`config.mk`:
```
export PLATFORM = sky130hd
export DESIGN_NAME = shift_pipe_flat
export DESIGN_NICKNAME = d
export VERILOG_FILES = /design/src/rtl/shift_pkg.sv /design/src/rtl/shift_pipe_if.sv /design/src/rtl/shift_right_core.sv /design/src/rtl/shift_pipe.sv /design/src/flat_wrapper.sv
export SDC_FILE = /design/constraint.sdc
export NUM_CORES = 1
export LEC_CHECK = 0
export CORE_MARGIN = 4
export CORE_UTILIZATION = 44
export CTS_BUF_LIST = sky130_fd_sc_hd__clkbuf_4 sky130_fd_sc_hd__clkbuf_8
export DETAILED_ROUTE_END_ITERATION = 10
export PLACE_DENSITY_LB_ADDON = 0.08
export SLEW_MARGIN = 20
export SYNTH_ARGS = -nofsm -noshare
export SYNTH_HDL_FRONTEND = slang
export SYNTH_SLANG_ARGS = --single-unit
```
`constraint.sdc`:
```
create_clock -name clk -period 3.6 [get_ports clk]
set_input_delay 0.54 -clock clk [delete_from_list [all_inputs] [get_ports clk]]
set_output_delay 0.54 -clock clk [all_outputs]
set_load 0.1 [all_outputs]
```
`src/rtl/shift_pkg.sv`:
```
// Shared types and helpers for the shift_pipe two-stage shifter.
// Word-op support is selected with the SHIFT_W_OPS_EN macro in shift_pipe.sv.
package shift_pkg;

  localparam int XLEN   = 64;
  localparam int AMT_W  = $clog2(XLEN);
  localparam int W_BITS = 32;

  typedef enum logic [2:0] {
    SHIFT_SLL  = 3'b000,
    SHIFT_SRL  = 3'b001,
    SHIFT_SRA  = 3'b010,
    SHIFT_SLLW = 3'b011,
    SHIFT_SRLW = 3'b100,
    SHIFT_SRAW = 3'b101
  } shift_op_e;

  // Fields are sized for the widest datapath; narrower builds use the low bits.
  typedef struct packed {
    logic [XLEN-1:0]  operand;
    logic [AMT_W-1:0] amount;
    logic             rev_back;
    logic             invert_back;
    logic             sext32;
    logic             illegal;
  } shift_s1_t;

  // Reverses the low n bits of v; bits at and above n come back as zero.
  function automatic logic [XLEN-1:0] bit_reverse(input logic [XLEN-1:0] v,
                                                  input int unsigned n);
    logic [XLEN-1:0] r;
    r = '0;
    for (int unsigned i = 0; i < XLEN; i++) begin
      if (i < n) r[AMT_W'(i)] = v[AMT_W'(n - 1 - i)];
    end
    return r;
  endfunction

endpackage

```
`src/rtl/shift_pipe_if.sv`:
```
// Request/response bundle for shift_pipe.
// Both channels transfer on a clock edge where valid && ready are both high.
interface shift_pipe_if #(
  parameter int N = 64,
  parameter int K = $clog2(N)
);
  logic         in_valid;
  logic         in_ready;
  logic [2:0]   in_op;
  logic [N-1:0] in_a;
  logic [K-1:0] in_shamt;
  logic         out_valid;
  logic         out_ready;
  logic [N-1:0] out_result;
  logic         out_illegal;

  modport master (
    output in_valid, in_op, in_a, in_shamt, out_ready,
    input  in_ready, out_valid, out_result, out_illegal
  );

  modport slave (
    input  in_valid, in_op, in_a, in_shamt, out_ready,
    output in_ready, out_valid, out_result, out_illegal
  );
endinterface

```
`src/rtl/shift_right_core.sv`:
```
// Combinational logical right shift with zero fill, one mux level per amount bit.
module shift_right_core #(
  parameter int N = 64,
  localparam int K = $clog2(N)
) (
  input  logic [N-1:0] data,
  input  logic [K-1:0] amount,
  output logic [N-1:0] result
);

  logic [N-1:0] lvl;

  always_comb begin
    lvl = data;
    for (int i = 0; i < K; i++) begin
      if (amount[i]) lvl = lvl >> (1 << i);
    end
  end

  assign result = lvl;

endmodule

```
`src/rtl/shift_pipe.sv`:
```
// Two-stage RV64 shift unit: stage 1 reduces every op to a logical right shift,
// stage 2 shifts and undoes the conditioning. Define SHIFT_W_OPS_EN for SLLW/SRLW/SRAW.
module shift_pipe
  import shift_pkg::*;
#(
  parameter int N = 64,
  localparam int K = $clog2(N)
) (
  input logic         clk,
  input logic         rst,
  shift_pipe_if.slave bus
);

  if (N < 8 || N > XLEN || (N & (N - 1)) != 0) begin : g_bad_n
    $error("shift_pipe: N must be a power of 2 between 8 and 64");
  end
`ifdef SHIFT_W_OPS_EN
  if (N != 64) begin : g_bad_w
    $error("shift_pipe: word ops need N == 64");
  end
`endif

  function automatic logic [N-1:0] rev_n(input logic [N-1:0] v);
    logic [XLEN-1:0] wide;
    wide = bit_reverse(XLEN'(v), N);
    return wide[N-1:0];
  endfunction

  // Handshake: a side transfers when valid && ready at the edge. The input
  // side is ready when stage 1 is empty or moving into the output register;
  // the output register holds steady while out_valid && !out_ready.
  logic         s1_valid;
  shift_s1_t    s1_q;
  shift_s1_t    s1_d;
  logic         s2_load;
  logic         in_fire;
  logic [N-1:0] a;
  logic [K-1:0] shamt;

  assign s2_load      = s1_valid && (!bus.out_valid || bus.out_ready);
  assign bus.in_ready = !rst && (!s1_valid || s2_load);
  assign in_fire      = bus.in_valid && bus.in_ready;
  assign a            = bus.in_a;
  assign shamt        = bus.in_shamt;

  always_comb begin
    s1_d         = '0;
    s1_d.illegal = 1'b1;
    case (bus.in_op)
      SHIFT_SLL: begin
        s1_d.operand  = XLEN'(rev_n(a));
        s1_d.amount   = AMT_W'(shamt);
        s1_d.rev_back = 1'b1;
        s1_d.illegal  = 1'b0;
      end
      SHIFT_SRL: begin
        s1_d.operand = XLEN'(a);
        s1_d.amount  = AMT_W'(shamt);
        s1_d.illegal = 1'b0;
      end
      SHIFT_SRA: begin
        s1_d.operand     = a[N-1] ? XLEN'(~a) : XLEN'(a);
        s1_d.invert_back = a[N-1];
        s1_d.amount      = AMT_W'(shamt);
        s1_d.illegal     = 1'b0;
      end
`ifdef SHIFT_W_OPS_EN
      SHIFT_SLLW: begin
        s1_d.operand  = rev_n({{(N-W_BITS){1'b0}}, a[W_BITS-1:0]});
        s1_d.amount   = {1'b0, shamt[4:0]};
        s1_d.rev_back = 1'b1;
        s1_d.sext32   = 1'b1;
        s1_d.illegal  = 1'b0;
      end
      SHIFT_SRLW: begin
        s1_d.operand = {{(N-W_BITS){1'b0}}, a[W_BITS-1:0]};
        s1_d.amount  = {1'b0, shamt[4:0]};
        s1_d.sext32  = 1'b1;
        s1_d.illegal = 1'b0;
      end
      SHIFT_SRAW: begin
        // The word sits in the upper half so the +32 bias brings it down to bit 0.
        s1_d.operand     = {a[W_BITS-1:0], {W_BITS{a[W_BITS-1]}}};
        if (a[W_BITS-1]) s1_d.operand = ~s1_d.operand;
        s1_d.invert_back = a[W_BITS-1];
        s1_d.amount      = {1'b0, shamt[4:0]} + AMT_W'(W_BITS);
        s1_d.sext32      = 1'b1;
        s1_d.illegal     = 1'b0;
      end
`endif
      default: s1_d.illegal = 1'b1;
    endcase
  end

  logic [N-1:0] core_out;
  logic [N-1:0] fixed;
  logic [N-1:0] s2_result;
  logic         s2_illegal;

  shift_right_core #(.N(N)) u_core (
    .data   (s1_q.operand[N-1:0]),
    .amount (s1_q.amount[K-1:0]),
    .result (core_out)
  );

  always_comb begin
    fixed = core_out;
    if (s1_q.invert_back) fixed = ~fixed;
    if (s1_q.rev_back)    fixed = rev_n(fixed);
`ifdef SHIFT_W_OPS_EN
    if (s1_q.sext32) fixed[N-1:W_BITS] = {(N-W_BITS){fixed[W_BITS-1]}};
    s2_illegal = s1_q.illegal;
`else
    // A word op cannot be decoded in this build; treat any such slot as illegal.
    s2_illegal = s1_q.illegal || s1_q.sext32;
`endif
    s2_result = s2_illegal ? '0 : fixed;
  end

  always_ff @(posedge clk) begin
    if (rst) begin
      s1_valid        <= 1'b0;
      s1_q            <= '0;
      bus.out_valid   <= 1'b0;
      bus.out_result  <= '0;
      bus.out_illegal <= 1'b0;
    end else begin
      if (in_fire) begin
        s1_q     <= s1_d;
        s1_valid <= 1'b1;
      end else if (s2_load) begin
        s1_valid <= 1'b0;
      end
      if (s2_load) begin
        bus.out_valid   <= 1'b1;
        bus.out_result  <= s2_result;
        bus.out_illegal <= s2_illegal;
      end else if (bus.out_ready) begin
        bus.out_valid <= 1'b0;
      end
    end
  end

endmodule

```
`src/flat_wrapper.sv`:
```
// flat-port wrapper written by rule: the top's interface ports become plain ports
module shift_pipe_flat import shift_pkg::*;
#(
  parameter int N = 64,
  localparam int K = $clog2(N)
)
  (clk, rst, bus_in_valid, bus_in_op, bus_in_a, bus_in_shamt, bus_out_ready, bus_in_ready, bus_out_valid, bus_out_result, bus_out_illegal);
  shift_pipe_if #(.N(N)) bus_i ();
  input logic clk;
  input logic rst;
  input wire logic [$bits(bus_i.in_valid)-1:0] bus_in_valid;
  input wire logic [$bits(bus_i.in_op)-1:0] bus_in_op;
  input wire logic [$bits(bus_i.in_a)-1:0] bus_in_a;
  input wire logic [$bits(bus_i.in_shamt)-1:0] bus_in_shamt;
  input wire logic [$bits(bus_i.out_ready)-1:0] bus_out_ready;
  output wire logic [$bits(bus_i.in_ready)-1:0] bus_in_ready;
  output wire logic [$bits(bus_i.out_valid)-1:0] bus_out_valid;
  output wire logic [$bits(bus_i.out_result)-1:0] bus_out_result;
  output wire logic [$bits(bus_i.out_illegal)-1:0] bus_out_illegal;
  assign bus_i.in_valid = bus_in_valid;
  assign bus_i.in_op = bus_in_op;
  assign bus_i.in_a = bus_in_a;
  assign bus_i.in_shamt = bus_in_shamt;
  assign bus_i.out_ready = bus_out_ready;
  assign bus_in_ready = bus_i.in_ready;
  assign bus_out_valid = bus_i.out_valid;
  assign bus_out_result = bus_i.out_result;
  assign bus_out_illegal = bus_i.out_illegal;
  shift_pipe #(.N(N)) u_core (.clk(clk), .rst(rst), .bus(bus_i));
endmodule
```
# --- Word level (Yosys, flattened, before mapping) ---
# Index checks and enable logic that the tools add are counted.
classes:
  n_mux: 18
  reduce_logical: 12
  bitwise: 2
  eq_ne: 2
ops:
  columns: ["op", "count"]
  rows:
  - ["2-to-1 mux 64 bit", 10]
  - ["case mux 70 bit (3 select lines)", 1]
  - ["NOT 64 bit", 2]
  - ["2-to-1 mux 1 bit", 7]
  - ["nonzero test 2 bit", 2]
  - ["== test 3 x 1 -> 1 bit, second input constant", 1]
  - ["== test 3 x 2 -> 1 bit, second input constant", 1]
  - ["logical AND 1 bit", 3]
  - ["logical NOT 1 bit", 3]
  - ["logical NOT 3 bit", 1]
  - ["OR reduction 3 bit", 1]
  - ["logical OR 1 bit", 2]
totals:
  inputBits: 77
  output_inout_bits: 67
  regBits: 140
  word_cells: 43

# --- Depth between registers and ports, before layout ---
# Gate-level depths: netlist of the first run.
logic_depth:
  ltp_word: 10
  ltp_mapped: 12
  mapped_depth_nobuf: 7

# --- Modules after synthesis ---
# Synthesis of the first run repeated with hierarchy kept, for this count alone.
unflattened:
  cells_unflattened: 1360
  hier_area_um2: 12147.9
by_module_without_submodules:
  columns: ["module", "cells_per_inst", "instances", "area_each_um2", "seq_area_each_um2"]
  rows:
  - ["shift_pipe", 792, 1, 7892.6, 2802.7]
  - ["shift_right_core", 568, 1, 4255.3, 0.0]

# --- Worst setup path before layout of the first run ---
# OpenSTA, ideal clock, no wires.
synth_path:
  kind: "register to register"
  start: "register u_core.bus.out_valid"
  end: "register u_core.s1_q[40] in the netlist's numbering"
  n_path_buf: 2
  required_ps: 3535
  period_less_slack_ps: 4116
  t_arrival_ps: 4051
  path_stages_with_launch: 9
  setup_time_ps: 65
  slack_ps: -516
  path_cell_list: "dfxtp_1 nor2b_1 a21oi_1 nand2_1 a211oi_1 clkbuf_1 buf_1 a22oi_1 nor2_1"
synth_between:
  elab_chain_len: 6
synth_rtl:
  columns: ["item", "line", "rtl"]
  rows:
  - ["start: declaration", "shift_pipe_if.sv:24", "output in_ready, out_valid, out_result, out_illegal"]
  - ["start signal: assignment", "shift_pipe.sv:124", "bus.out_valid <= 1'b0;"]
  - ["start signal: assignment", "shift_pipe.sv:135", "bus.out_valid <= 1'b1;"]
  - ["start signal: assignment", "shift_pipe.sv:139", "bus.out_valid <= 1'b0;"]
  - ["logical NOT 1 bit", "shift_pipe.sv:40", "assign s2_load = s1_valid && (!bus.out_valid || bus.out_ready);"]
  - ["logical OR 1 bit", "shift_pipe.sv:40", null]
  - ["logical AND 1 bit", "shift_pipe.sv:40", null]
  - ["logical OR 1 bit", "shift_pipe.sv:41", "assign bus.in_ready = !rst && (!s1_valid || s2_load);"]
  - ["logical AND 1 bit", "shift_pipe.sv:41", null]
  - ["via bus_in_ready", "flat_wrapper.sv:16", "output wire logic [$bits(bus_i.in_ready)-1:0] bus_in_ready;"]
  - ["logical AND 1 bit", "shift_pipe.sv:42", "assign in_fire = bus.in_valid && bus.in_ready;"]
  - ["end signal: assignment", "shift_pipe.sv:123", "s1_q <= '0;"]
  - ["end signal: assignment", "shift_pipe.sv:129", "s1_q <= s1_d;"]
  - ["end: declaration", "shift_pipe.sv:33", "shift_s1_t s1_q;"]
# The timed path passes the listed nets, and every way through them passes these cells.
# A chain may end at the register's enable or synchronous reset.

# --- Worst setup path in the final report of the first run ---
layout_path:
  start: "register u_core.s1_q[6] in the netlist's numbering"
  end: "register u_core.bus.out_result[9]"
layout_between:
  elab_chain_len: 8
layout_rtl:
  columns: ["item", "line", "rtl"]
  rows:
  - ["2-to-1 mux 64 bit (*) (4 in series)", "shift_right_core.sv:16", "if (amount[i]) lvl = lvl >> (1 << i);"]
  - ["NOT 64 bit", "shift_pipe.sv:108", "if (s1_q.invert_back) fixed = ~fixed;"]
  - ["2-to-1 mux 64 bit (*)", "shift_pipe.sv:108", null]
  - ["2-to-1 mux 64 bit (*)", "shift_pipe.sv:109", "if (s1_q.rev_back) fixed = rev_n(fixed);"]
  - ["2-to-1 mux 64 bit (*)", "shift_pipe.sv:117", "s2_result = s2_illegal ? '0 : fixed;"]
  - ["end signal: assignment", "shift_pipe.sv:136", "bus.out_result <= s2_result;"]
  - ["end: declaration", "shift_pipe_if.sv:24", null]
# Mark *: on every way between the ends. The rest lies on a longest branch, timed or not.

==> results of run 1 <==
Yosys cell counts (15+ instances only):
| cell type | count | share of area |
|---|---|---|
| o21ai_0 | 29 | 0.011 |
| mux4_2 | 99 | 0.17 |
| clkbuf_1 | 96 | 0.028 |
| mux2_2 | 40 | 0.035 |
| o21ai_1 | 22 | 0.0086 |
| a22o_1 | 15 | 0.010 |
| a22oi_1 | 87 | 0.051 |
| nand2_1 | 119 | 0.035 |
| nor2_1 | 226 | 0.066 |
| nor3_1 | 27 | 0.011 |
| a21oi_1 | 45 | 0.018 |
| dfxtp_1 | 140 | 0.22 |
| a221o_1 | 70 | 0.054 |
| o211ai_1 | 15 | 0.0088 |
| o22ai_1 | 17 | 0.0083 |
| mux2i_1 | 85 | 0.066 |
| nand3_1 | 20 | 0.0078 |
| xnor2_1 | 41 | 0.028 |
| buf_2 | 17 | 0.0066 |
area by class of cell:
| cell class | instances | area (um^2) | area share |
|---|---|---|---|
| Multi-Input combinational cell | 1145 | 9330 | 0.614 |
| Sequential cell | 140 | 2820 | 0.185 |
| Timing Repair Buffer | 234 | 2170 | 0.143 |
| Tap cell | 384 | 480 | 0.0316 |
| Clock buffer | 18 | 241 | 0.0159 |
| Clock inverter | 14 | 124 | 0.00815 |
| Inverter | 9 | 33.8 | 0.00222 |
worst max-delay path, stage by stage (launching register included):
cell and delay [ns]:
dfxtp_4 0.76, mux4_2 0.45, a222oi_1 0.37, o221ai_1 0.26, buf_4 0.21, a311o_1 0.34
xnor2_1 0.32, a211oi_1 0.13, a22o_1 0.24
layer usage:
metal / vias up / track usage / routed length (um)
met4: 2 / 0.137 / 2540
met2: 687 / 0.499 / 23400
met3: 123 / 0.0557 / 4100
met1: 6349 / 0.428 / 21200
li1: 5868 / - / -
met5: - / 0 / 13
per-stage QoR:
step           total power [W]   util
2_1_floorplan          0.00214      -
3_3_place_gp           0.00244  0.515
3_5_place_dp           0.00244  0.515
4_1_cts                0.00372  0.528
5_1_grt                0.00384  0.528
6_report               0.00371  0.528
registers in the layout, indices dropped and copies added, names as in the netlist:
name and count:
u_core.s1_q 73, u_core.s1_valid 1, u_core.bus.out_result 64, u_core.bus.out_valid 1, u_core.bus.out_illegal 1
report_power, final:
part | switching [W] | leakage (nW) | total, W | internal (W)
sequential | 0.0000481 | 1.13 | 0.00162 | 0.00157
combinational | 0.000473 | 3.86 | 0.000797 | 0.000324
clock | 0.000787 | 0.181 | 0.00130 | 0.000511
logic make-up after synthesis:
group / Yosys count
XOR/XNOR: 41
AND/OR/NAND/NOR: 442
flip-flops: 140
multiplexers: 235
buffers and inverters: 161
AO/OA/AOI/OAI: 427
worst max-delay path by stage:
stage / to / start / slack, ns / depth (start not counted)
2_1_floorplan: u_core.s1_q[40] / u_core.bus.out_valid / 0.22 / 8
3_5_place_dp: u_core.bus.out_result[9] / u_core.s1_q[6] / 0.42 / 8
3_3_place_gp: u_core.bus.out_result[9] / u_core.s1_q[6] / 0.42 / 8
5_1_grt: u_core.bus.out_result[50] / u_core.s1_q[5] / 0.23 / 9
4_1_cts: u_core.bus.out_result[9] / u_core.s1_q[6] / 0.41 / 8
6_report: u_core.bus.out_result[9] / u_core.s1_q[6] / 0.41 / 8
==> qor.yml, run 1 <==
route:
  num_vias: 13000
  wl_per_cell_um: 26.4
  drc_errors: 0
  detail_route.vias_per_cell: 6.70
  initialDrtViolationCount: 1408
  drt-pass1-iter-count: 6
  ant_nets: 0
  routed_wl_um: 51200
logic_synthesis:
  async_flop_share: 0
  synth-seq-area-share: 0.218
  syn-cell-area_mm2: 0.0129
  synthAdderAreaFrac: 0
  synth_compound_area_frac: 0.258
  syn_avg_cell_area_um2: 8.89
  ys_ff_latch: 140
  synth_top_family_by_area: "multiplexers"
  yosys_warnings: 0
  synth_edf_count: 0
  synthCells: 1446
  synthMuxAreaShare: 0.292
  synth_simple_gate_area_share: 0.144
  syn-num-nets: 1523
  ys_types: 71
  synth_top_flop_cell: "dfxtp_1"
  synth_xor_area_frac: 0.0279
clock_network:
  htreeDepth: 4
  cts_tree: "built"
  numClockSinks: 140
  cts.clk_slew.worst_paths_ns: 0.10
  clock_latency_ns: 0.48
  cts-hold-fix-buffers: 0
  cts_resized: 0
  cts_setup_buffers: 0
  root_buffer: "clkbuf_8"
  numCtsBuffers: 17
  cts.path.max_buffers: 2
pwr:
  power.leakage_nw: 5.18
  peakVddDrop_mv: 0.208
  pwr_density_cell_mw_per_mm2: 244
worst_setup_path:
  r2r_slack_ns: 0.41
  r2r_start: "u_core.s1_q[6]"
  cp_max_fo: 44
  crit_type: "flip-flop to flip-flop"
  end_kind: "flip-flop"
  r2r_end: "u_core.bus.out_result[9]"
  crit_arrival_ns: 3.57
  cp.required_ns: 3.98
  reg2reg_depth: 8
  start_kind: "flip-flop"
timing:
  setup_ws_ns: 0.408
  hold_viol: 0
  finalMaxSlewViolations: 0
  finClkSkew_ns: 0.0187
  post-route-period-util: 0.887
  rsz0062_at_grt: "false"
  worst_pin_slew_ns: 1.04
  period_minus_slack_ns: 3.19
  holdWs_ns: 0.445
  totalNegativeSetupSlack_ns: 0
  max_slew_margin: 0.307
  fmax_mhz: 313
  setup_viol: 0
finish:
  final_common_cell: "nor2_1"
  layout.cells.non_filler: 1944
  mostFrequentLayoutCells: "nor2_1 (225), clkdlybuf4s50_1 (141), dfxtp_1 (133), nand2_1 (118), mux4_2 (99)"
  num_antenna_cells: 0
  drive_gt1_frac: 0.192
  nNetsFinal: 1624
  n_fill_cell: 2683
  design_area_mm2: 0.0152
  area_delta_synth_final_pct: 18.2
global_route:
  grt_antenna_before_repair: 1
  grt_pass1_vias: 12300
  grt_overflow_total: 0
  grt_first_pass_wirelength_um: 77500
  track_usage: 0.316
  grt_max_degree: 79
die:
  dieArea_mm2: 0.0320
  design.portCount: 144
  die_h_um: 179
  start_util: 0.447
  dieWidth_um: 179
  coreArea_mm2: 0.0288
  rows: 62
hold_path:
  hold_depth: 2
  holdCritStartpoint: "u_core.bus.out_result[24]"
  whs_endpoint: "u_core.bus.out_result[24]"
  hold_class: "flip-flop to flip-flop"
placement:
  dp_hpwl_um: 38500
  dp_cells: 1912
  io_buffers: 143
  place.gp.congestion: 0.982
  pre_cts_ws_ns: 0.424
  placed_area_mm2: 0.0148
job:
  cap_violations: 0
status:
  outcome: "completed"
Power figures use the tool's default switching activity.
==> inputs of run 2 (changes only) <==
Settings changed: ABC_CLOCK_PERIOD_IN_PS from default to 3600.
==> results of run 2 <==
The final DEF is identical to that of run 1; final timing and power are the same.
